==> src/rtl/mc_pkg.sv <==
// Shared definitions for the multi-cycle MIPS control sequencer:
// opcode values, FSM state encoding and datapath select encodings.
package mc_pkg;

  // Opcode field values (IR[31:26]) understood by the sequencer
  localparam logic [5:0] OP_RTYPE = 6'b000000;
  localparam logic [5:0] OP_LW    = 6'b100011;
  localparam logic [5:0] OP_SW    = 6'b101011;
  localparam logic [5:0] OP_BEQ   = 6'b000100;
  localparam logic [5:0] OP_ADDI  = 6'b001000;
  localparam logic [5:0] OP_J     = 6'b000010;

  // Sequencer states; encodings 13..15 are unused and recover to START
  typedef enum logic [3:0] {
    ST_START  = 4'd0,
    ST_FETCH  = 4'd1,
    ST_DECODE = 4'd2,
    ST_MEMADR = 4'd3,
    ST_MEMRD  = 4'd4,
    ST_MEMWB  = 4'd5,
    ST_MEMWR  = 4'd6,
    ST_EXEC   = 4'd7,
    ST_ALUWB  = 4'd8,
    ST_BRANCH = 4'd9,
    ST_ADDIEX = 4'd10,
    ST_ADDIWB = 4'd11,
    ST_JUMP   = 4'd12
  } state_e;

  // ALU operation select
  localparam logic [1:0] ALUOP_ADD   = 2'b00;
  localparam logic [1:0] ALUOP_SUB   = 2'b01;
  localparam logic [1:0] ALUOP_FUNCT = 2'b10;

  // ALU B-operand select
  localparam logic [1:0] SRCB_RT     = 2'b00;
  localparam logic [1:0] SRCB_FOUR   = 2'b01;
  localparam logic [1:0] SRCB_IMM    = 2'b10;
  localparam logic [1:0] SRCB_IMM_SH = 2'b11;

  // PC source select
  localparam logic [1:0] PCSRC_ALU    = 2'b00;
  localparam logic [1:0] PCSRC_ALUOUT = 2'b01;
  localparam logic [1:0] PCSRC_JUMP   = 2'b10;

  // True for every opcode the sequencer has a path for
  function automatic logic op_is_legal(input logic [5:0] op);
    return (op == OP_RTYPE) || (op == OP_LW) || (op == OP_SW) ||
           (op == OP_BEQ)   || (op == OP_ADDI) || (op == OP_J);
  endfunction

endpackage

==> src/rtl/mc_ctrl.sv <==
// Multi-cycle control sequencer for the MIPS datapath. One pass through
// the state machine per instruction; outputs are decoded from the current
// state (plus mem_ready in the memory-access states) so that a reset
// forces every control line low immediately.
//
// state  | meaning
// -------+-----------------------------------------------------------
// START  | post-reset idle, all controls low
// FETCH  | read instruction at PC, PC+4 into PC when memory is ready
// DECODE | compute branch target into ALUOut, dispatch on opcode
// MEMADR | rs + signext(imm) effective address for lw/sw
// MEMRD  | data read at ALUOut, wait for memory
// MEMWB  | MDR into rt (lw retires)
// MEMWR  | data write at ALUOut, wait for memory (sw retires)
// EXEC   | R-type ALU operation on rs, rt
// ALUWB  | ALUOut into rd (R-type retires)
// BRANCH | rs - rt compare, load branch target on zero (beq retires)
// ADDIEX | rs + signext(imm)
// ADDIWB | ALUOut into rt (addi retires)
// JUMP   | load jump target (j retires)
module mc_ctrl #(
  parameter int CNT_W = 32
) (
  input  logic             clk,
  input  logic             rst_n,
  input  logic [5:0]       OP,
  input  logic             zero,
  input  logic             mem_ready,
  output logic             mem_req,
  output logic             IorD,
  output logic             IR_WE,
  output logic             PC_WE,
  output logic [1:0]       PC_src,
  output logic             Reg_WE,
  output logic             REG_Dst,
  output logic             MEM_to_REG,
  output logic             DM_WE,
  output logic             ALU_srcA,
  output logic [1:0]       ALU_srcB,
  output logic [1:0]       ALU_OP,
  output logic             illegal,
  output logic [CNT_W-1:0] retired
);

  import mc_pkg::*;

  state_e           state_q, state_d;
  logic             retire_d;
  logic [CNT_W-1:0] retired_q;

  // Next-state selection and retire strobe on leaving an instruction's last state
  always_comb begin
    state_d  = state_q;
    retire_d = 1'b0;
    case (state_q)
      ST_START:  state_d = ST_FETCH;
      ST_FETCH:  if (mem_ready) state_d = ST_DECODE;
      ST_DECODE: begin
        case (OP)
          OP_LW, OP_SW: state_d = ST_MEMADR;
          OP_RTYPE:     state_d = ST_EXEC;
          OP_BEQ:       state_d = ST_BRANCH;
          OP_ADDI:      state_d = ST_ADDIEX;
          OP_J:         state_d = ST_JUMP;
          default:      state_d = ST_FETCH;
        endcase
      end
      ST_MEMADR: state_d = (OP == OP_LW) ? ST_MEMRD : ST_MEMWR;
      ST_MEMRD:  if (mem_ready) state_d = ST_MEMWB;
      ST_MEMWB: begin
        state_d  = ST_FETCH;
        retire_d = 1'b1;
      end
      ST_MEMWR: begin
        if (mem_ready) begin
          state_d  = ST_FETCH;
          retire_d = 1'b1;
        end
      end
      ST_EXEC:   state_d = ST_ALUWB;
      ST_ALUWB: begin
        state_d  = ST_FETCH;
        retire_d = 1'b1;
      end
      ST_BRANCH: begin
        state_d  = ST_FETCH;
        retire_d = 1'b1;
      end
      ST_ADDIEX: state_d = ST_ADDIWB;
      ST_ADDIWB: begin
        state_d  = ST_FETCH;
        retire_d = 1'b1;
      end
      ST_JUMP: begin
        state_d  = ST_FETCH;
        retire_d = 1'b1;
      end
      default:   state_d = ST_START;
    endcase
  end

  // State register and retired-instruction counter (wraps, no saturation)
  always_ff @(posedge clk or negedge rst_n) begin
    if (!rst_n) begin
      state_q   <= ST_START;
      retired_q <= '0;
    end else begin
      state_q <= state_d;
      if (retire_d) retired_q <= retired_q + CNT_W'(1);
    end
  end

  // Datapath control decode; memory-gated enables follow mem_ready in the same cycle
  always_comb begin
    mem_req    = 1'b0;
    IorD       = 1'b0;
    IR_WE      = 1'b0;
    PC_WE      = 1'b0;
    PC_src     = PCSRC_ALU;
    Reg_WE     = 1'b0;
    REG_Dst    = 1'b0;
    MEM_to_REG = 1'b0;
    DM_WE      = 1'b0;
    ALU_srcA   = 1'b0;
    ALU_srcB   = SRCB_RT;
    ALU_OP     = ALUOP_ADD;
    illegal    = 1'b0;
    case (state_q)
      ST_FETCH: begin
        mem_req  = 1'b1;
        ALU_srcB = SRCB_FOUR;
        IR_WE    = mem_ready;
        PC_WE    = mem_ready;
      end
      ST_DECODE: begin
        ALU_srcB = SRCB_IMM_SH;
        illegal  = !op_is_legal(OP);
      end
      ST_MEMADR: begin
        ALU_srcA = 1'b1;
        ALU_srcB = SRCB_IMM;
      end
      ST_MEMRD: begin
        mem_req = 1'b1;
        IorD    = 1'b1;
      end
      ST_MEMWB: begin
        Reg_WE     = 1'b1;
        MEM_to_REG = 1'b1;
      end
      ST_MEMWR: begin
        mem_req = 1'b1;
        IorD    = 1'b1;
        DM_WE   = mem_ready;
      end
      ST_EXEC: begin
        ALU_srcA = 1'b1;
        ALU_OP   = ALUOP_FUNCT;
      end
      ST_ALUWB: begin
        Reg_WE  = 1'b1;
        REG_Dst = 1'b1;
      end
      ST_BRANCH: begin
        ALU_srcA = 1'b1;
        ALU_OP   = ALUOP_SUB;
        PC_src   = PCSRC_ALUOUT;
        PC_WE    = zero;
      end
      ST_ADDIEX: begin
        ALU_srcA = 1'b1;
        ALU_srcB = SRCB_IMM;
      end
      ST_ADDIWB: begin
        Reg_WE = 1'b1;
      end
      ST_JUMP: begin
        PC_src = PCSRC_JUMP;
        PC_WE  = 1'b1;
      end
      default: ;
    endcase
  end

  assign retired = retired_q;

endmodule

==> config.mk <==
export PLATFORM = sky130hd
export DESIGN_NAME = mc_ctrl
export DESIGN_NICKNAME = d
export VERILOG_FILES = /design/src/rtl/mc_pkg.sv /design/src/rtl/mc_ctrl.sv
export SDC_FILE = /design/constraint.sdc
export NUM_CORES = 1
export LEC_CHECK = 0
export BUFFER_PORTS_ARGS = -buffer_cell sky130_fd_sc_hd__buf_2
export CELL_PAD_IN_SITES_DETAIL_PLACEMENT = 0
export CELL_PAD_IN_SITES_GLOBAL_PLACEMENT = 1
export CORE_MARGIN = 2
export CORE_UTILIZATION = 30
export CTS_CLUSTER_SIZE = 40
export DETAILED_ROUTE_END_ITERATION = 12
export HOLD_SLACK_MARGIN = 0.08
export PLACE_DENSITY = 0.72
export RECOVER_POWER = 50
export SYNTH_ARGS = -nofsm -noshare
export SYNTH_HDL_FRONTEND = slang
export SYNTH_SLANG_ARGS = --single-unit
export TNS_END_PERCENT = 100
==> constraint.sdc <==
create_clock -name clk -period 3.95 [get_ports clk]
set_clock_uncertainty 0.1 [all_clocks]
set_input_delay 0.1975 -clock clk [delete_from_list [all_inputs] [get_ports clk]]
set_output_delay 0.1975 -clock clk [all_outputs]
set_load 0.01 [all_outputs]
==> summary.md, run 1 <==
| Metric | Value |
|---|---|
| Vias in the first global route | `1644` |
| PD cells | `520 nW/um^2` |
| Netlist cell types | `48` |
| Reg clk slew, reported paths | `0.08 ns` |
| Failing checks | `max-capacitance violations, max-slew violations` |
| Fin nets | `269` |
| Cell Rows | `30` |
| Finished Core Util | `36.8%` |
| Die footprint | `7520 sq um` |
| Worst r2r path cells | `5` |
| Post-Synthesis Cell Area | `2050 sq um` |
| WL/cell | `13.8 microns` |
| Slew Viols, Final | `37` |
| Total gr overflow | `0` |
| Hold Fails Final Rpt | `0` |
| CTS H-tree lvls | `2` |
| Relative slew slack | `-31.0%` |
| Synthesis warning total | `0` |
| Setup CP Type | `reg2reg` |
| Top cells by area, synth | `dfrtp_1 (44%), xnor2_1 (13%), nand3_1 (3.7%)` |
| Sequential-to-total area share from yosys stat | `43.9%` |
| Crit path DAT | `2.35 ns` |
| Top cell type by total area after synthesis | `dfrtp_1` |
| Synth Area in Adders | `0.610%` |
| Sw frac | `38.2%` |
| Largest family of logic cells by synthesized area | `simple AND/OR/NAND/NOR gates` |
| Sequential power share | `40.2%` |
| GPL Wtd Cong | `0.728` |
| IO buf count | `57` |
| Fin Setup TNS | `0 ns` |
| Detailed-route via count | `1688` |
| Total track usage | `13.0%` |
| Min-Delay Path Class | `in2reg` |
| Via density | `4.98` |
| Net Count, Synth | `213` |
| CTS buffer count | `5` |
| Num ports | `58` |
| Global-route wire length before repair | `7.88 mm` |
| Die Span X | `86.7 microns` |
| Maxcap violations | `1` |
| 1st-pass router iterations | `4` |
| Layout cells sized above 1 | `15.8%` |
| Register bit total from synthesis | `36` |
| Initial core utilization | `30.5%` |
| Peak VDD IR | `0.000210 V` |
| Status | `complete, but fails checks` |
| RSZ-0062 raised after global routing | `false` |
| Main synth FF type | `dfrtp_1` |
| Ys async rst share | `100%` |
| Critical R2R Capture | `retired[20]$_DFFE_PN0P_` |
| Clk pwr share | `25.4%` |
| Die height | `86.7 microns` |
| Resized cells post-CTS | `0` |
| Number of synthesized flops with an enable pin | `0` |
| Sink Count | `36` |
| DRC viols | `0` |
| CP required | `4.03 ns` |
| Syn Inst Count | `202` |
| Routed WL | `4.69 mm` |
| Core area | `6720 sq um` |
| CP Launch Type | `register` |
| Crit path time final | `2.27 ns` |
| CTS Hold Bufs | `1` |
| Hold path cells | `3` |
| Initial antenna violation count | `0` |
| CTS root buffer | `clkbuf_8` |
| Largest net degree at the start of global routing | `37` |
| Period utilization | `57.6%` |
| Routed Antenna Nets | `0` |
| P_sw | `490 uW` |
| Internal power | `794 uW` |
| Clock latency on the worst-skew pair | `0.29 ns` |
| Avg Synthesized Cell Area | `10.2 sq um` |
| R2R Path Start | `state_q[3]$_DFFE_PN0P_` |
| Worst-case clock buffer depth | `2` |
| Top-area cell type share of the netlist area | `43.9%` |
| Commonest non-fill, non-tap cells in the layout | `dfrtp_1 (36), clkbuf_1 (33), xnor2_1 (31)` |
| CTS tree | `yes` |
| Post-CTS setup buffer count | `0` |
| CP Cell Sequence | `nand2b_1, o211a_1, nor4_4, nand4_1, xnor2_1` |
| Ant diodes | `0` |
| Compound-Gate Fraction of Synth Area | `10.2%` |
| Biggest cell delay along the critical path | `0.53 ns` |
| WHS Endpoint | `state_q[2]$_DFFE_PN0P_` |
| Multiplexer share of the synthesized area | `1.52%` |
| Leakage | `1.06 nW` |
| Hold path start | `mem_ready` |
| Worst slew pin tran | `1.97 ns` |
| Crit. End Element | `register` |
| Worst reg-to-reg setup slack | `1.68 ns` |
| CP max stage cell | `dfrtp_1` |
| Setup-failing EPs final | `0` |
| DP Wirelength | `3.29 mm` |
| Comb pwr share | `34.4%` |
| XOR/XNOR share of the synthesized area | `14.1%` |
| Syn-to-layout area delta | `20.4%` |
| Crit-path max FO | `14` |
| Most common cell after layout, fill and taps aside | `dfrtp_1` |
| Synth Area in Simple Gates | `26.8%` |
| Initial drt markers | `72` |
| Fmax | `440 MHz` |
## power groups by stage
stage	Combinational [mW]	Clock (mW)	Sequential (mW)
after global placement	0.452	0	0.521
after detailed placement	0.455	0	0.521
after CTS	0.458	0.337	0.514
final	0.441	0.326	0.516
after global routing	0.494	0.350	0.532
after floorplan	0.367	0	0.476
## sequential cells by signal (all words and copies together), names as in the netlist
register,count
state_q,4
retired,32
## how the worst max path moves through the flow
stage / startpoint / to / slack (ns)
6_report: state_q[3]$_DFFE_PN0P_ / retired[20]$_DFFE_PN0P_ / 1.68
5_1_grt: rst_n / retired[26]$_DFFE_PN0P_ / 1.30
4_1_cts: state_q[3]$_DFFE_PN0P_ / retired[20]$_DFFE_PN0P_ / 1.68
3_5_place_dp: state_q[3]$_DFFE_PN0P_ / retired[20]$_DFFE_PN0P_ / 1.69
3_3_place_gp: state_q[3]$_DFFE_PN0P_ / retired[20]$_DFFE_PN0P_ / 1.74
2_1_floorplan: state_q[0]$_DFFE_PN0P_ / state_q[1]$_DFFE_PN0P_ / 2.10
## layer usage
layer | wire [microns] | GRT usage, % | up-vias
met5 | 0 | 0 | -
met4 | 48 | 3.41 | 0
met3 | 256 | 3.33 | 5
met2 | 2110 | 20.6 | 54
met1 | 2270 | 17.6 | 796
li1 | - | - | 833
## logic make-up after synthesis
| group | count (synthesis) |
|---|---|
| compound gates | 24 |
| xor+xnor | 33 |
| fa+ha+maj | 1 |
| buf+inv | 12 |
| flops | 36 |
| mux | 3 |
| simple gates | 93 |
## final cells by class
class | count | area [sq um]
timing repair buffer | 58 | 254
inverter | 3 | 11.3
tap | 80 | 100
sequential | 36 | 901
fill | 700 | 4250
clock inverter | 3 | 42.5
clock buffer | 5 | 68.8
multi-input combinational | 154 | 1090
## metrics by stage
stage               area, sq um  std cells  hold slack, ns  worst slack, ns  total power [mW]
CTS                        2510        339           0.189             1.68              1.31
global route               2470        339           0.225             1.30              1.38
detailed placement         2390        330           0.243             1.69             0.977
global placement           2390        330           0.241             1.74             0.973
floorplan                  2050        202          -0.198             2.10             0.843
finish                     2470        339           0.196             1.68              1.28
## worst max-delay path, delay by kind of cell, from the launching register on
kind             cells  cell delay [ns]
AO/OA/AOI/OAI        1             0.38
XOR/XNOR             1             0.15
AND/OR/NAND/NOR      3             0.99
flip-flops           1             0.53
## synth_stat cells (2+ instances only)
master    number
mux2i_1        2
and3_1        10
nand4_1       10
clkbuf_1       5
nor4_1         2
and4_1         4
inv_1          3
nand2b_1       5
dfrtp_1       36
xnor2_1       31
nor2_1        13
nand2_1       18
o21ai_0        4
nor3_1         4
a21o_1         3
and2_1         3
nand3_1       15
xor2_1         2
a21oi_1        3
Note: power is estimated with default switching activity, not from simulation.
==> run 2: changes to the inputs <==
==> constraint.sdc (replaced) <==
create_clock -name clk -period 2.27 [get_ports clk]
set_clock_uncertainty 0.1 [all_clocks]
set_input_delay 0.1135 -clock clk [delete_from_list [all_inputs] [get_ports clk]]
set_output_delay 0.1135 -clock clk [all_outputs]
set_load 0.01 [all_outputs]
==> summary.md, run 2 (synthesis gave the netlist of run 1 again) <==
| Metric | Value |
|---|---|
| FF/Latch Area | `901 sq um (unchanged)` |
| Crit-path max FO | `9 (was 14)` |
| Resized cells post-CTS | `0 (unchanged)` |
| Setup CP Type | `reg2reg (unchanged)` |
| Total Power | `2.51 mW (was 1.28 mW)` |
| Largest net degree at the start of global routing | `37 (unchanged)` |
| Multi-input gate area | `1090 sq um (unchanged)` |
| Relative slew slack | `39.4% (was -31.0%)` |
| CTS root buffer | `clkbuf_8 (unchanged)` |
| DP Wirelength | `3.37 mm (was 3.29 mm)` |
| PD cells | `976 nW/um^2 (was 520 nW/um^2)` |
| # fillers | `669 (was 700)` |
| Vias in the first global route | `1659 (was 1644)` |
| Sequential power share | `33.4% (was 40.2%)` |
| Global-route wire length before repair | `7.89 mm (was 7.88 mm)` |
| Initial drt markers | `75 (was 72)` |
| Fin Setup TNS | `0 ns (unchanged)` |
| Post-CTS setup buffer count | `0 (unchanged)` |
| Max FFs per register | `32 (unchanged)` |
| Placed Cells | `337 (was 330)` |
| Total track usage | `13.1% (was 13.0%)` |
| Initial antenna violation count | `0 (unchanged)` |
| Most common cell after layout, fill and taps aside | `dfrtp_1 (unchanged)` |
| Ant diodes | `0 (unchanged)` |
| Initial core utilization | `30.5% (unchanged)` |
| Worst-case clock buffer depth | `2 (unchanged)` |
| Internal power | `1.65 mW (was 794 uW)` |
| Sw frac | `34.3% (was 38.2%)` |
| Setup-failing EPs final | `0 (unchanged)` |
| Reg clk slew, reported paths | `0.07 ns (was 0.08 ns)` |
| Total gr overflow | `0 (unchanged)` |
| CTS tree | `yes (unchanged)` |
| Routed WL | `4.66 mm (was 4.69 mm)` |
| Slew Viols, Final | `0 (was 37)` |
| Cell Rows | `30 (unchanged)` |
| Fin nets | `276 (was 269)` |
| CTS buffer count | `5 (unchanged)` |
| Core area | `6720 sq um (unchanged)` |
| Num ports | `58 (unchanged)` |
| P_sw | `861 uW (was 490 uW)` |
| Leakage | `1.13 nW (was 1.06 nW)` |
| Die height | `86.7 microns (unchanged)` |
| 1st-pass router iterations | `4 (unchanged)` |
| Status | `finished clean (was complete, but fails checks)` |
| Hold Fails Final Rpt | `0 (unchanged)` |
| Detailed-route via count | `1778 (was 1688)` |
| Syn-to-layout area delta | `25.4% (was 20.4%)` |
| Clock latency on the worst-skew pair | `0.29 ns (about the same)` |
| Clk pwr share | `31.2% (was 25.4%)` |
| Routed Antenna Nets | `0 (unchanged)` |
| Layout cells sized above 1 | `18.4% (was 15.8%)` |
| CP required | `2.34 ns (was 4.03 ns)` |
| Via density | `5.14 (was 4.98)` |
| Crit path DAT | `2.10 ns (was 2.35 ns)` |
| Comb pwr share | `35.4% (was 34.4%)` |
| Min-Delay Path Class | `in2reg (unchanged)` |
| WL/cell | `13.5 microns (was 13.8 microns)` |
| Die Span X | `86.7 microns (unchanged)` |
| DRC viols | `0 (unchanged)` |
| Non-filler cells, final | `346 (was 339)` |
| GPL Wtd Cong | `0.758 (was 0.728)` |
| CP Launch Type | `register (unchanged)` |
| Worst slew pin tran | `0.908 ns (was 1.97 ns)` |
| CTS H-tree lvls | `2 (unchanged)` |
| RSZ-0062 raised after global routing | `false (unchanged)` |
| Commonest non-fill, non-tap cells in the layout | `dfrtp_1 (36), clkbuf_1 (32), xnor2_1 (31) (was dfrtp_1 (36), clkbuf_1 (33), xnor2_1 (31))` |
| Maxcap violations | `0 (was 1)` |
| Fmax | `493 MHz (was 440 MHz)` |
| Crit path time final | `2.03 ns (was 2.27 ns)` |
| Crit. End Element | `register (unchanged)` |
| Peak VDD IR | `0.000570 V (was 0.000210 V)` |
| Period utilization | `89.4% (was 57.6%)` |
| Die footprint | `7520 sq um (unchanged)` |
| IO buf count | `57 (unchanged)` |
| Sink Count | `36 (unchanged)` |
-- run 2: cell count changes in the layout (fill, tap and decap cells not counted), sizes merged --
cell / change
clkinvlp: -1
clkinv: -1
bufinv: +2
buf: +7
-- run 2: layout make-up --
| class | count | share of cell area (%) |
|---|---|---|
| sequential | 36 | 35.0 |
| clock inverter | 3 | 3.50 |
| timing repair buffer | 65 | 12.0 |
| inverter | 3 | 0.438 |
| multi-input combinational | 154 | 42.5 |
| clock buffer | 5 | 2.68 |
| tap | 80 | 3.89 |
-- run 2: repair_timing --
item / CTS / global route
hold buffers: 1 / 0
endpoints found under the setup margin: 0 / 0
hold endpoints to repair: 36 / 0
-- run 2: routing by layer --
metal / part of all wire (%) / vias up / global-route usage [%]
met5: 0 / - / 0
met4: 1.3 / 0 / 3.84
met3: 6.8 / 5 / 3.24
met2: 46 / 72 / 20.6
met1: 46 / 853 / 17.7
li1: - / 848 / -
-- run 2: final timing paths --
check / from / to / cells past startpoint / slack (ns)
max in group asynchronous: rst_n / retired[12]$_DFFE_PN0P_ / 2 / 1.12
worst max register to register: state_q[2]$_DFFE_PN0P_ / retired[27]$_DFFE_PN0P_ / 5 / 0.24
worst max-delay path: state_q[2]$_DFFE_PN0P_ / retired[27]$_DFFE_PN0P_ / 5 / 0.24
worst min register to register: retired[31]$_DFFE_PN0P_ / retired[31]$_DFFE_PN0P_ / 1 / 0.37
min in group asynchronous: rst_n / retired[22]$_DFFE_PN0P_ / 2 / 0.39
worst min-delay path: mem_ready / state_q[2]$_DFFE_PN0P_ / 3 / 0.12
-- run 2: through the flow --
stage	util, %	area (sq um)	hold slack, ns	setup slack (ns)
final	38.3	2570	0.118	0.240
after detailed placement	36.4	2440	0.164	0.216
after floorplan	-	2050	-0.282	0.420
after global placement	36.4	2440	0.153	0.280
after global routing	38.3	2570	0.140	0.0170
after CTS	38.9	2610	0.108	0.192
-- run 2: worst max-delay path, cell delays in order (launching register included) --
cell	delay, ns
dfrtp_1	0.47
nand2b_1	0.20
o211a_1	0.37
nor4b_4	0.45
nand4_1	0.18
xnor2_1	0.15
-- run 2: power by group through the flow --
stage	registers (mW)	clock network, mW	logic, mW
2_1_floorplan	0.828	0	0.638
3_3_place_gp	0.848	0	0.908
3_5_place_dp	0.849	0	0.908
4_1_cts	0.838	0.814	0.914
5_1_grt	0.858	0.830	0.981
6_report	0.838	0.784	0.889
==> run 3: changes to the inputs <==
--- a/config.mk
+++ b/config.mk
@@ -13,7 +13,7 @@
 export CTS_CLUSTER_SIZE = 40
 export DETAILED_ROUTE_END_ITERATION = 12
 export HOLD_SLACK_MARGIN = 0.08
-export PLACE_DENSITY = 0.72
+export PLACE_DENSITY_LB_ADDON = 0.1
 export RECOVER_POWER = 50
 export SYNTH_ARGS = -nofsm -noshare
 export SYNTH_HDL_FRONTEND = slang
==> summary.md, run 3 (synthesis gave the netlist of run 1 again) <==
| Metric | Value |
|---|---|
| Initial antenna violation count | `0 (unchanged)` |
| Peak VDD IR | `0.000399 V (was 0.000570 V)` |
| Ant diodes | `0 (unchanged)` |
| Routed Antenna Nets | `0 (unchanged)` |
| Num ports | `58 (unchanged)` |
| WL/cell | `14.2 microns (was 13.5 microns)` |
| Resized cells post-CTS | `0 (unchanged)` |
| Worst r2r path cells | `5 (unchanged)` |
| Design area | `2510 sq um (was 2570 sq um)` |
| Setup-failing EPs final | `0 (unchanged)` |
| Largest net degree at the start of global routing | `37 (unchanged)` |
| Layout cells sized above 1 | `18.1% (was 18.4%)` |
| Die Span X | `86.7 microns (unchanged)` |
| Initial core utilization | `30.5% (unchanged)` |
| Worst setup margin | `0.179 ns (was 0.240 ns)` |
| CTS H-tree lvls | `2 (unchanged)` |
| CP max stage cell | `dfrtp_1 (unchanged)` |
| Routed WL | `4.91 mm (was 4.66 mm)` |
| Fin nets | `276 (unchanged)` |
| Post-CTS setup buffer count | `0 (unchanged)` |
| Detailed-route via count | `1691 (was 1778)` |
| CP Cell Sequence | `nand2b_1, o211a_1, nor4_4, nand3_1, xnor2_1 (was nand2b_1, o211a_1, nor4b_4, nand4_1, xnor2_1)` |
| Fmax | `478 MHz (was 493 MHz)` |
| Total Power | `2.23 mW (was 2.51 mW)` |
| Crit. End Element | `register (unchanged)` |
| Biggest cell delay along the critical path | `0.56 ns (was 0.47 ns)` |
| Post-placement cell area | `2440 sq um (unchanged)` |
| Total gr overflow | `0 (unchanged)` |
| Crit path DAT | `2.16 ns (was 2.10 ns)` |
| Slew Viols, Final | `0 (unchanged)` |
| Syn-to-layout area delta | `22.3% (was 25.4%)` |
| Hold Fails Final Rpt | `0 (unchanged)` |
| CP required | `2.34 ns (about the same)` |
| Reg clk slew, reported paths | `0.07 ns (about the same)` |
| Hold WS | `0.122 ns (was 0.118 ns)` |
| Clock latency on the worst-skew pair | `0.28 ns (was 0.29 ns)` |
| Fin Setup TNS | `0 ns (unchanged)` |
| Relative slew slack | `38.4% (was 39.4%)` |
| Leakage | `1.10 nW (was 1.13 nW)` |
| Status | `finished clean (unchanged)` |
| DP Wirelength | `3.55 mm (was 3.37 mm)` |
| Die height | `86.7 microns (unchanged)` |
| Placement Setup Slack | `0.187 ns (was 0.216 ns)` |
| Worst-case clock buffer depth | `2 (unchanged)` |
| PD cells | `888 nW/um^2 (was 976 nW/um^2)` |
| Global-route wire length before repair | `7.95 mm (was 7.89 mm)` |
| IO buf count | `57 (unchanged)` |
| Placed Cells | `337 (unchanged)` |
| RSZ-0062 raised after global routing | `false (unchanged)` |
| Non-filler cells, final | `345 (was 346)` |
| Via density | `4.90 (was 5.14)` |
| Worst reg-to-reg setup slack | `0.18 ns (was 0.24 ns)` |
| Crit path time final | `2.09 ns (was 2.03 ns)` |
| GPL Wtd Cong | `0.773 (was 0.758)` |
| Sink Count | `36 (unchanged)` |
| Period utilization | `92.1% (was 89.4%)` |
| Commonest non-fill, non-tap cells in the layout | `dfrtp_1 (36), clkbuf_1 (32), xnor2_1 (31) (unchanged)` |
| Crit-path max FO | `13 (was 9)` |
| DRC viols | `0 (unchanged)` |
| CTS tree | `yes (unchanged)` |
| Min-Delay Path Class | `in2reg (unchanged)` |
| Most common cell after layout, fill and taps aside | `dfrtp_1 (unchanged)` |
| CP Launch Type | `register (unchanged)` |
| 1st-pass router iterations | `4 (unchanged)` |
| Cell Rows | `30 (unchanged)` |
| Worst slew pin tran | `0.924 ns (was 0.908 ns)` |
| Finished Core Util | `37.4% (was 38.3%)` |
| Max FFs per register | `32 (unchanged)` |
| Initial drt markers | `58 (was 75)` |
| Die footprint | `7520 sq um (unchanged)` |
| Total track usage | `13.4% (was 13.1%)` |
| CTS buffer count | `5 (unchanged)` |
| Hold path cells | `3 (unchanged)` |
| Setup CP Type | `reg2reg (unchanged)` |
| Maxcap violations | `0 (unchanged)` |
| Vias in the first global route | `1606 (was 1659)` |
| CTS root buffer | `clkbuf_8 (unchanged)` |
| Core area | `6720 sq um (unchanged)` |
[run 3: cell count changes in the layout (fill, tap and decap cells not counted), sizes merged]
cell    delta
clkbuf     +2
bufinv     -3
[run 3: path summary, 6_finish.rpt]
| kind | startpoint | endpoint |
|---|---|---|
| worst min register to register | retired[31]$_DFFE_PN0P_ | retired[31]$_DFFE_PN0P_ |
| min in group asynchronous | rst_n | retired[12]$_DFFE_PN0P_ |
| max in group asynchronous | rst_n | retired[19]$_DFFE_PN0P_ |
| worst max register to register | state_q[2]$_DFFE_PN0P_ | retired[22]$_DFFE_PN0P_ |
| worst min-delay path | mem_ready | state_q[2]$_DFFE_PN0P_ |
| worst max-delay path | state_q[2]$_DFFE_PN0P_ | retired[22]$_DFFE_PN0P_ |
[run 3: timing repair]
item | 4_1_cts | 5_1_grt
endpoints found under the hold margin | 36 | 0
setup endpoints to repair | 0 | 0
hold buffers | 1 | 0
[run 3: routing by layer]
layer / track usage [%] / vias to the layer above / part of all wire, %
met1: 18.8 / 794 / 50
met3: 3.24 / 2 / 5.0
met4: 3.84 / 0 / 0.63
met5: 0 / - / 0
li1: - / 849 / -
met2: 20.5 / 46 / 45
[run 3: worst max-delay path, delay by kind of cell, from the launching register on]
| family | cells | cell delay [ns] |
|---|---|---|
| XOR/XNOR | 1 | 0.15 |
| flip-flops | 1 | 0.56 |
| AND/OR/NAND/NOR | 3 | 0.80 |
| AO/OA/AOI/OAI | 1 | 0.36 |
[run 3: power by group]
part | internal, mW | switching (mW) | total (mW)
Sequential | 0.725 | 0.119 | 0.845
Combinational | 0.375 | 0.520 | 0.895
Clock | 0.270 | 0.218 | 0.489
[run 3: layout make-up]
| cell class | instances | area (sq um) |
|---|---|---|
| Clock buffer | 7 | 96.3 |
| Fill cell | 713 | 4210 |
| Inverter | 3 | 11.3 |
| Multi-Input combinational cell | 154 | 1090 |
| Sequential cell | 36 | 901 |
| Tap cell | 80 | 100 |
| Timing Repair Buffer | 65 | 308 |
